## src/rtl/cpu_pkg.sv

```systemverilog
// Shared core constants: register address width, src1 operand modes and src1 mux select codes.
package cpu_pkg;
  localparam int unsigned REG_AW = 4;
  localparam int unsigned SEL_W  = 3;
  localparam int unsigned MODE_W = 2;
  localparam int unsigned CNT_W  = 16;

  localparam logic [SEL_W-1:0] SEL_P1   = 3'b000;
  localparam logic [SEL_W-1:0] SEL_IMM4 = 3'b001;
  localparam logic [SEL_W-1:0] SEL_IMM8 = 3'b010;
  localparam logic [SEL_W-1:0] SEL_PC   = 3'b011;
  localparam logic [SEL_W-1:0] SEL_MEM  = 3'b100;
  localparam logic [SEL_W-1:0] SEL_EX   = 3'b110;

  localparam logic [MODE_W-1:0] MODE_REG  = 2'b00;
  localparam logic [MODE_W-1:0] MODE_IMM4 = 2'b01;
  localparam logic [MODE_W-1:0] MODE_IMM8 = 2'b10;
  localparam logic [MODE_W-1:0] MODE_PC   = 2'b11;

  // Non-forwarded select code for a given operand mode.
  function automatic logic [SEL_W-1:0] mode_sel(input logic [MODE_W-1:0] mode);
    case (mode)
      MODE_IMM4: mode_sel = SEL_IMM4;
      MODE_IMM8: mode_sel = SEL_IMM8;
      MODE_PC:   mode_sel = SEL_PC;
      default:   mode_sel = SEL_P1;
    endcase
  endfunction
endpackage

```

## src/rtl/fwd_hit_cmp.sv

```systemverilog
// Producer/consumer match for one pipeline stage; R0 is hard-wired zero and never matches.
module fwd_hit_cmp
  import cpu_pkg::*;
(
  input  logic              stage_v,
  input  logic              stage_we,
  input  logic [REG_AW-1:0] stage_dst,
  input  logic              rd_en,
  input  logic [REG_AW-1:0] rd_addr,
  output logic              hit_c
);
  assign hit_c = rd_en && stage_v && stage_we && (stage_dst == rd_addr)
                 && (rd_addr != REG_AW'(0));
endmodule

```

## src/rtl/src1_fwd_ctrl.sv

```systemverilog
// EX-stage src1 forwarding and load-use hazard controller.
// Define SRC1_FWD_PERF_EN to add saturating forward/stall event counters.
module src1_fwd_ctrl
  import cpu_pkg::*;
(
  input  logic              clk,
  input  logic              rst,
  input  logic              id_valid,
  input  logic [1:0]        id_src1_mode,
  input  logic [REG_AW-1:0] id_src1_addr,
  input  logic [REG_AW-1:0] id_dst_addr,
  input  logic              id_we,
  input  logic              id_is_load,
  input  logic              hold_in,
  input  logic              flush,
`ifdef SRC1_FWD_PERF_EN
  output logic [15:0]       fwd_ex_cnt,
  output logic [15:0]       fwd_mem_cnt,
  output logic [15:0]       stall_cnt,
`endif
  output logic [2:0]        src1sel,
  output logic              stall_id,
  output logic              bubble_ex
);
  logic              ex_v, ex_we, ex_ld;
  logic [REG_AW-1:0] ex_dst;
  logic              mem_v, mem_we;
  logic [REG_AW-1:0] mem_dst;

  logic              rd_en;
  logic              hit_e, hit_m;
  logic              load_use;
  logic [SEL_W-1:0]  sel_c;

  assign rd_en = id_valid && (id_src1_mode == MODE_REG);

  fwd_hit_cmp u_hit_ex (
    .stage_v   (ex_v),
    .stage_we  (ex_we),
    .stage_dst (ex_dst),
    .rd_en     (rd_en),
    .rd_addr   (id_src1_addr),
    .hit_c     (hit_e)
  );

  fwd_hit_cmp u_hit_mem (
    .stage_v   (mem_v),
    .stage_we  (mem_we),
    .stage_dst (mem_dst),
    .rd_en     (rd_en),
    .rd_addr   (id_src1_addr),
    .hit_c     (hit_m)
  );

  // Newer producer (EX) wins over MEM.
  always_comb begin
    sel_c = mode_sel(id_src1_mode);
    if (hit_e)      sel_c = SEL_EX;
    else if (hit_m) sel_c = SEL_MEM;
  end

  assign load_use = hit_e && ex_ld;
  // Freeze and redirect both override the load-use stall.
  assign stall_id = load_use && !hold_in && !flush;

  always_ff @(posedge clk) begin
    if (rst) begin
      ex_v      <= 1'b0;
      ex_we     <= 1'b0;
      ex_ld     <= 1'b0;
      ex_dst    <= '0;
      mem_v     <= 1'b0;
      mem_we    <= 1'b0;
      mem_dst   <= '0;
      src1sel   <= SEL_P1;
      bubble_ex <= 1'b0;
    end else if (!hold_in) begin
      mem_v   <= ex_v;
      mem_we  <= ex_we;
      mem_dst <= ex_dst;
      ex_we   <= id_we;
      ex_ld   <= id_is_load;
      ex_dst  <= id_dst_addr;
      if (flush || load_use) begin
        ex_v      <= 1'b0;
        src1sel   <= SEL_P1;
        bubble_ex <= 1'b1;
      end else begin
        ex_v      <= id_valid;
        src1sel   <= sel_c;
        bubble_ex <= 1'b0;
      end
    end
  end

`ifdef SRC1_FWD_PERF_EN
  logic inc_ex, inc_mem;
  assign inc_ex  = !flush && !load_use && (sel_c == SEL_EX);
  assign inc_mem = !flush && !load_use && (sel_c == SEL_MEM);

  always_ff @(posedge clk) begin
    if (rst) begin
      fwd_ex_cnt  <= '0;
      fwd_mem_cnt <= '0;
      stall_cnt   <= '0;
    end else if (!hold_in) begin
      if (inc_ex && fwd_ex_cnt != 16'hFFFF)   fwd_ex_cnt  <= fwd_ex_cnt + 16'd1;
      if (inc_mem && fwd_mem_cnt != 16'hFFFF) fwd_mem_cnt <= fwd_mem_cnt + 16'd1;
      if (stall_id && stall_cnt != 16'hFFFF)  stall_cnt   <= stall_cnt + 16'd1;
    end
  end
`endif
endmodule

```

## config.mk

```make
export PLATFORM = sky130hd
export DESIGN_NAME = src1_fwd_ctrl
export DESIGN_NICKNAME = d
export VERILOG_FILES = /design/src/rtl/cpu_pkg.sv /design/src/rtl/fwd_hit_cmp.sv /design/src/rtl/src1_fwd_ctrl.sv
export SDC_FILE = /design/constraint.sdc
export NUM_CORES = 1
export LEC_CHECK = 0
export CAP_MARGIN = 15
export CORE_MARGIN = 5
export CORE_UTILIZATION = 45
export DETAILED_ROUTE_END_ITERATION = 10
export GPL_TIMING_DRIVEN = 0
export MAX_ROUTING_LAYER = met4
export PLACE_DENSITY = 0.79
export RECOVER_POWER = 100
export SLEW_MARGIN = 5
export SYNTH_ARGS = -nofsm -noshare
export SYNTH_HDL_FRONTEND = slang
export SYNTH_HIERARCHICAL = 1
export SYNTH_SLANG_ARGS = --single-unit
```

## constraint.sdc

```tcl
create_clock -name clk -period 2.34 [get_ports clk]
set_input_delay 0.468 -clock clk [delete_from_list [all_inputs] [get_ports clk]]
set_output_delay 0.468 -clock clk [all_outputs]
set_load 0.01 [all_outputs]
```

==> results.rst <==
.. list-table::
   :header-rows: 1

   * - Metric
     - Value
   * - Io pins
     - 22
   * - Number of register bits inferred by synthesis
     - 17
   * - GRT Resource Usage Total
     - around 15%
   * - Starting DRC count in detailed routing
     - 4
   * - Vias in the first global route
     - 612
   * - GRT Residual Overflow
     - 0
   * - Post-synthesis instance area
     - 771 µm²
   * - Average vias per placed instance
     - 5.39
   * - Final hold violation count
     - 0
   * - Hold slack
     - 457 ps
   * - Die ar.
     - 2640 µm²
   * - Cell repeated most along the worst path
     - sky130_fd_sc_hd__nor3_2
   * - Initial core utilization
     - 46.1%
   * - CP Max Fanout
     - 4
   * - Transition time at the pin with the least slew margin
     - 839 ps
   * - Setup crit end kind
     - output port
   * - Synth cell types
     - 21
   * - Critical path cell sequence
     - nor3_2 -> or3_4 -> a2111oi_4 -> nand2_1 -> nor3_2 -> buf_2
   * - Most numerous cell types in the synthesized netlist
     - 17 x sky130_fd_sc_hd__dfxtp_1, 14 x sky130_fd_sc_hd__nor2_1, 12 x sky130_fd_sc_hd__mux2i_1
   * - Maximum root-to-sink buffer count
     - 2
   * - Worst path max stage delay
     - 390 ps
   * - Core area
     - 1670 µm²
   * - Source-to-sink clock delay at the later pin of the worst-skew pair
     - 280 ps
   * - First-pass GRT wire length
     - 2.84 mm
   * - Post-synth net total
     - 96
   * - Worst slew margin relative to its limit
     - 42.6%
   * - Slowest stage cell, crit path
     - sky130_fd_sc_hd__a2111oi_4
   * - HP Class
     - flop to flop
   * - Number of buffers created by CTS
     - 3
   * - Worst IR Drop VDD
     - 0.338 mV
   * - Maximum number of pins on one net before global-route repair
     - 11
   * - TritonCTS clock tree
     - done
   * - Worst setup margin
     - ~86 ps
   * - Arrival time of the worst setup path
     - 1790 ps
   * - Sequential area share after synthesis
     - 44.2%
   * - Min cycle time layout
     - 2250 ps
   * - Number of endpoints failing setup at the final stage
     - 0
   * - DRC violations left
     - 0
   * - Post-synth EDFFs
     - 0
   * - Critical Path Start Type
     - flop
   * - Die W
     - 51.4 µm
   * - Fraction of the cycle the final worst path needs
     - 96.3%
   * - CP Class
     - flop to output port
   * - Most used flip-flop cell after synthesis
     - sky130_fd_sc_hd__dfxtp_1
   * - H-tree level count
     - 1
   * - Synthesis Warnings
     - 6
   * - Largest area contributor in the synthesized netlist
     - sky130_fd_sc_hd__dfxtp_1
   * - Clock sink total
     - 17
   * - Area fraction of the dominant cell type after synthesis
     - about 44%
   * - Lkg Pwr
     - 0.447 nW
   * - Data required, critical path
     - 1870 ps
   * - Dpl hpwl
     - approximately 1.3 mm
   * - Mean instance size in the synthesized netlist
     - 9.76 µm²
   * - Clk_skew
     - 1.19 ps
   * - Outcome
     - finished clean
   * - Root cell of the clock tree
     - sky130_fd_sc_hd__clkbuf_4
   * - Placer congestion estimate
     - 0.744
   * - First-pass DRT Iterations
     - 4
   * - Buffers added on ports
     - 20
   * - Count of vias placed by the detailed router
     - 668
   * - Net count reported at finish
     - 125
   * - Unrepaired setup endpoints after global routing
     - yes
   * - Number of nets with antenna violations after detailed routing
     - 0
   * - Top area cells in the synthesized netlist
     - sky130_fd_sc_hd__dfxtp_1 44%, sky130_fd_sc_hd__mux2i_1 16%, sky130_fd_sc_hd__nor2_1 6.8%, sky130_fd_sc_hd__xor2_1 4.5%, sky130_fd_sc_hd__a2111oi_2 3.9%
   * - Cell with the most instances after synthesis
     - sky130_fd_sc_hd__dfxtp_1
   * - Worst slack at placement
     - -967 ps
   * - Clock slew at the register clock pins of the worst setup and hold paths
     - 90 ps
   * - Initial antenna violation count
     - 0
   * - Power per standard cell area
     - 520 nW/µm²
   * - Max cap viols
     - 0
   * - Antenna diode instance count
     - 0
   * - Cells after Synth
     - 79
   * - Ratio of cells with drive above 1 in the final layout
     - around 21%
   * - Hold_buf cts
     - 0
   * - Maximum achievable frequency
     - around 440 MHz
   * - Routed wire length
     - about 1.8 mm
   * - Max-slew violation count
     - 0
   * - Num rows
     - 15
   * - Number of filler cells placed in the layout
     - 144
   * - Share of flip-flops with an asynchronous set or reset after synthesis
     - 0%
   * - Area grow syn2layout
     - 38.8%
   * - DIE HEIGHT
     - between 50 and 60 µm
   * - Routed wirelength normalized by instance count
     - 14.2 µm
-- final timing paths --
| path | from | to | slack [ps] | cells past startpoint |
|---|---|---|---|---|
| worst max register to register | mem_dst[0] | src1sel[1] | 340 | 6 |
| worst min register to register | src1sel[1] | src1sel[1] | 460 | 2 |
| worst min-delay path | src1sel[1] | src1sel[1] | 460 | 2 |
| worst max-delay path | ex_dst[1] | stall_id | 90 | 6 |
-- what timing repair did --
action                     4_1_cts  5_1_grt
setup endpoints to repair        1        1
pin swaps                        5        3
gates resized for setup         15        8
setup buffers                    1        3
-- metal layers --
metal	vias to the layer above	track usage [%]	part of all wire, %
met1	314	18.2	47
met4	0	9.17	2.6
met3	4	3.79	5.4
li1	330	-	-
met2	20	23.5	45
met5	-	-	0
-- through the flow --
stage	total power [mW]	instance area (µm²)	instances	utilization, %	TNS (ps)
3_3_place_gp	0.406	992	116	59.4	-1700
2_1_floorplan	0.365	771	79	-	0
3_5_place_dp	0.410	992	116	59.4	-2000
4_1_cts	0.564	1040	121	62.2	0
6_report	0.556	1070	124	64.0	0
5_1_grt	0.594	1070	124	64.0	-53.0
-- flip-flops by register name, summed over array words and instances, names as in the netlist --
| register | count |
|---|---|
| ex_dst | 4 |
| src1sel | 3 |
| ex_ld | 1 |
| bubble_ex | 1 |
| ex_v | 1 |
| ex_we | 1 |
| mem_dst | 4 |
| mem_we | 1 |
| mem_v | 1 |
-- placed cells by master (no fill, tap or decap) --
cell type                         synthesis  layout
sky130_fd_sc_hd__a2111oi_0                0       1
sky130_fd_sc_hd__a2111oi_4                0       1
sky130_fd_sc_hd__a211oi_2                 1       1
sky130_fd_sc_hd__a21oi_1                  2       2
sky130_fd_sc_hd__a22oi_1                  2       2
sky130_fd_sc_hd__buf_2                    1       2
sky130_fd_sc_hd__buf_4                    0       4
sky130_fd_sc_hd__buf_6                    2       2
sky130_fd_sc_hd__clkbuf_1                 1       2
sky130_fd_sc_hd__clkbuf_2                 0       1
sky130_fd_sc_hd__clkbuf_4                 0       3
sky130_fd_sc_hd__clkdlybuf4s50_1          0       8
sky130_fd_sc_hd__dfxtp_1                 17      14
sky130_fd_sc_hd__dfxtp_4                  0       3
sky130_fd_sc_hd__dlygate4sd2_1            0       5
sky130_fd_sc_hd__dlygate4sd3_1            0       5
sky130_fd_sc_hd__mux2i_1                 12      12
sky130_fd_sc_hd__nand2_1                  5       5
sky130_fd_sc_hd__nand4_1                  2       2
sky130_fd_sc_hd__nor2_1                  14      14
sky130_fd_sc_hd__nor2b_1                  2       2
sky130_fd_sc_hd__nor3_1                   4       2
sky130_fd_sc_hd__nor3_2                   0       2
sky130_fd_sc_hd__nor3b_2                  0       1
sky130_fd_sc_hd__nor4_2                   1       1
sky130_fd_sc_hd__o21ai_0                  1       2
sky130_fd_sc_hd__or3_1                    2       1
sky130_fd_sc_hd__or3_4                    0       1
sky130_fd_sc_hd__xnor2_1                  2       2
sky130_fd_sc_hd__xor2_1                   4       4
-- cell families after synthesis --
group | share of synthesized area, %
muxes | 15.6
AOI/OAI and AO/OA | 10.1
and+or+nand+nor | 19.3
buffers and inverters | 4.06
xor gates and xnor gates | 6.82
DFF | 44.2
-- where the power goes --
part / total (mW) / internal (mW) / switching (mW)
clock network: 0.150 / 0.0662 / 0.0842
logic: 0.0941 / 0.0530 / 0.0412
registers: 0.312 / 0.301 / 0.0112
-- critical path, delay by kind of cell, from the launching register on --
family / cells / cell delay, ps
simple gates: 4 / 600
compound gates: 1 / 390
flops: 1 / 380
buf+inv: 1 / 150
-- cell type report --
type	instances	area, µm²	share of cell area [%]
repair buffers	24	214	20.0
flip-flops and latches	17	352	32.9
multi-input cells	58	425	39.8
plain buffers	4	31.3	2.92
clock buffers	4	26.3	2.46
well taps	17	21.3	1.99
Note: power is estimated with default switching activity, not from simulation.
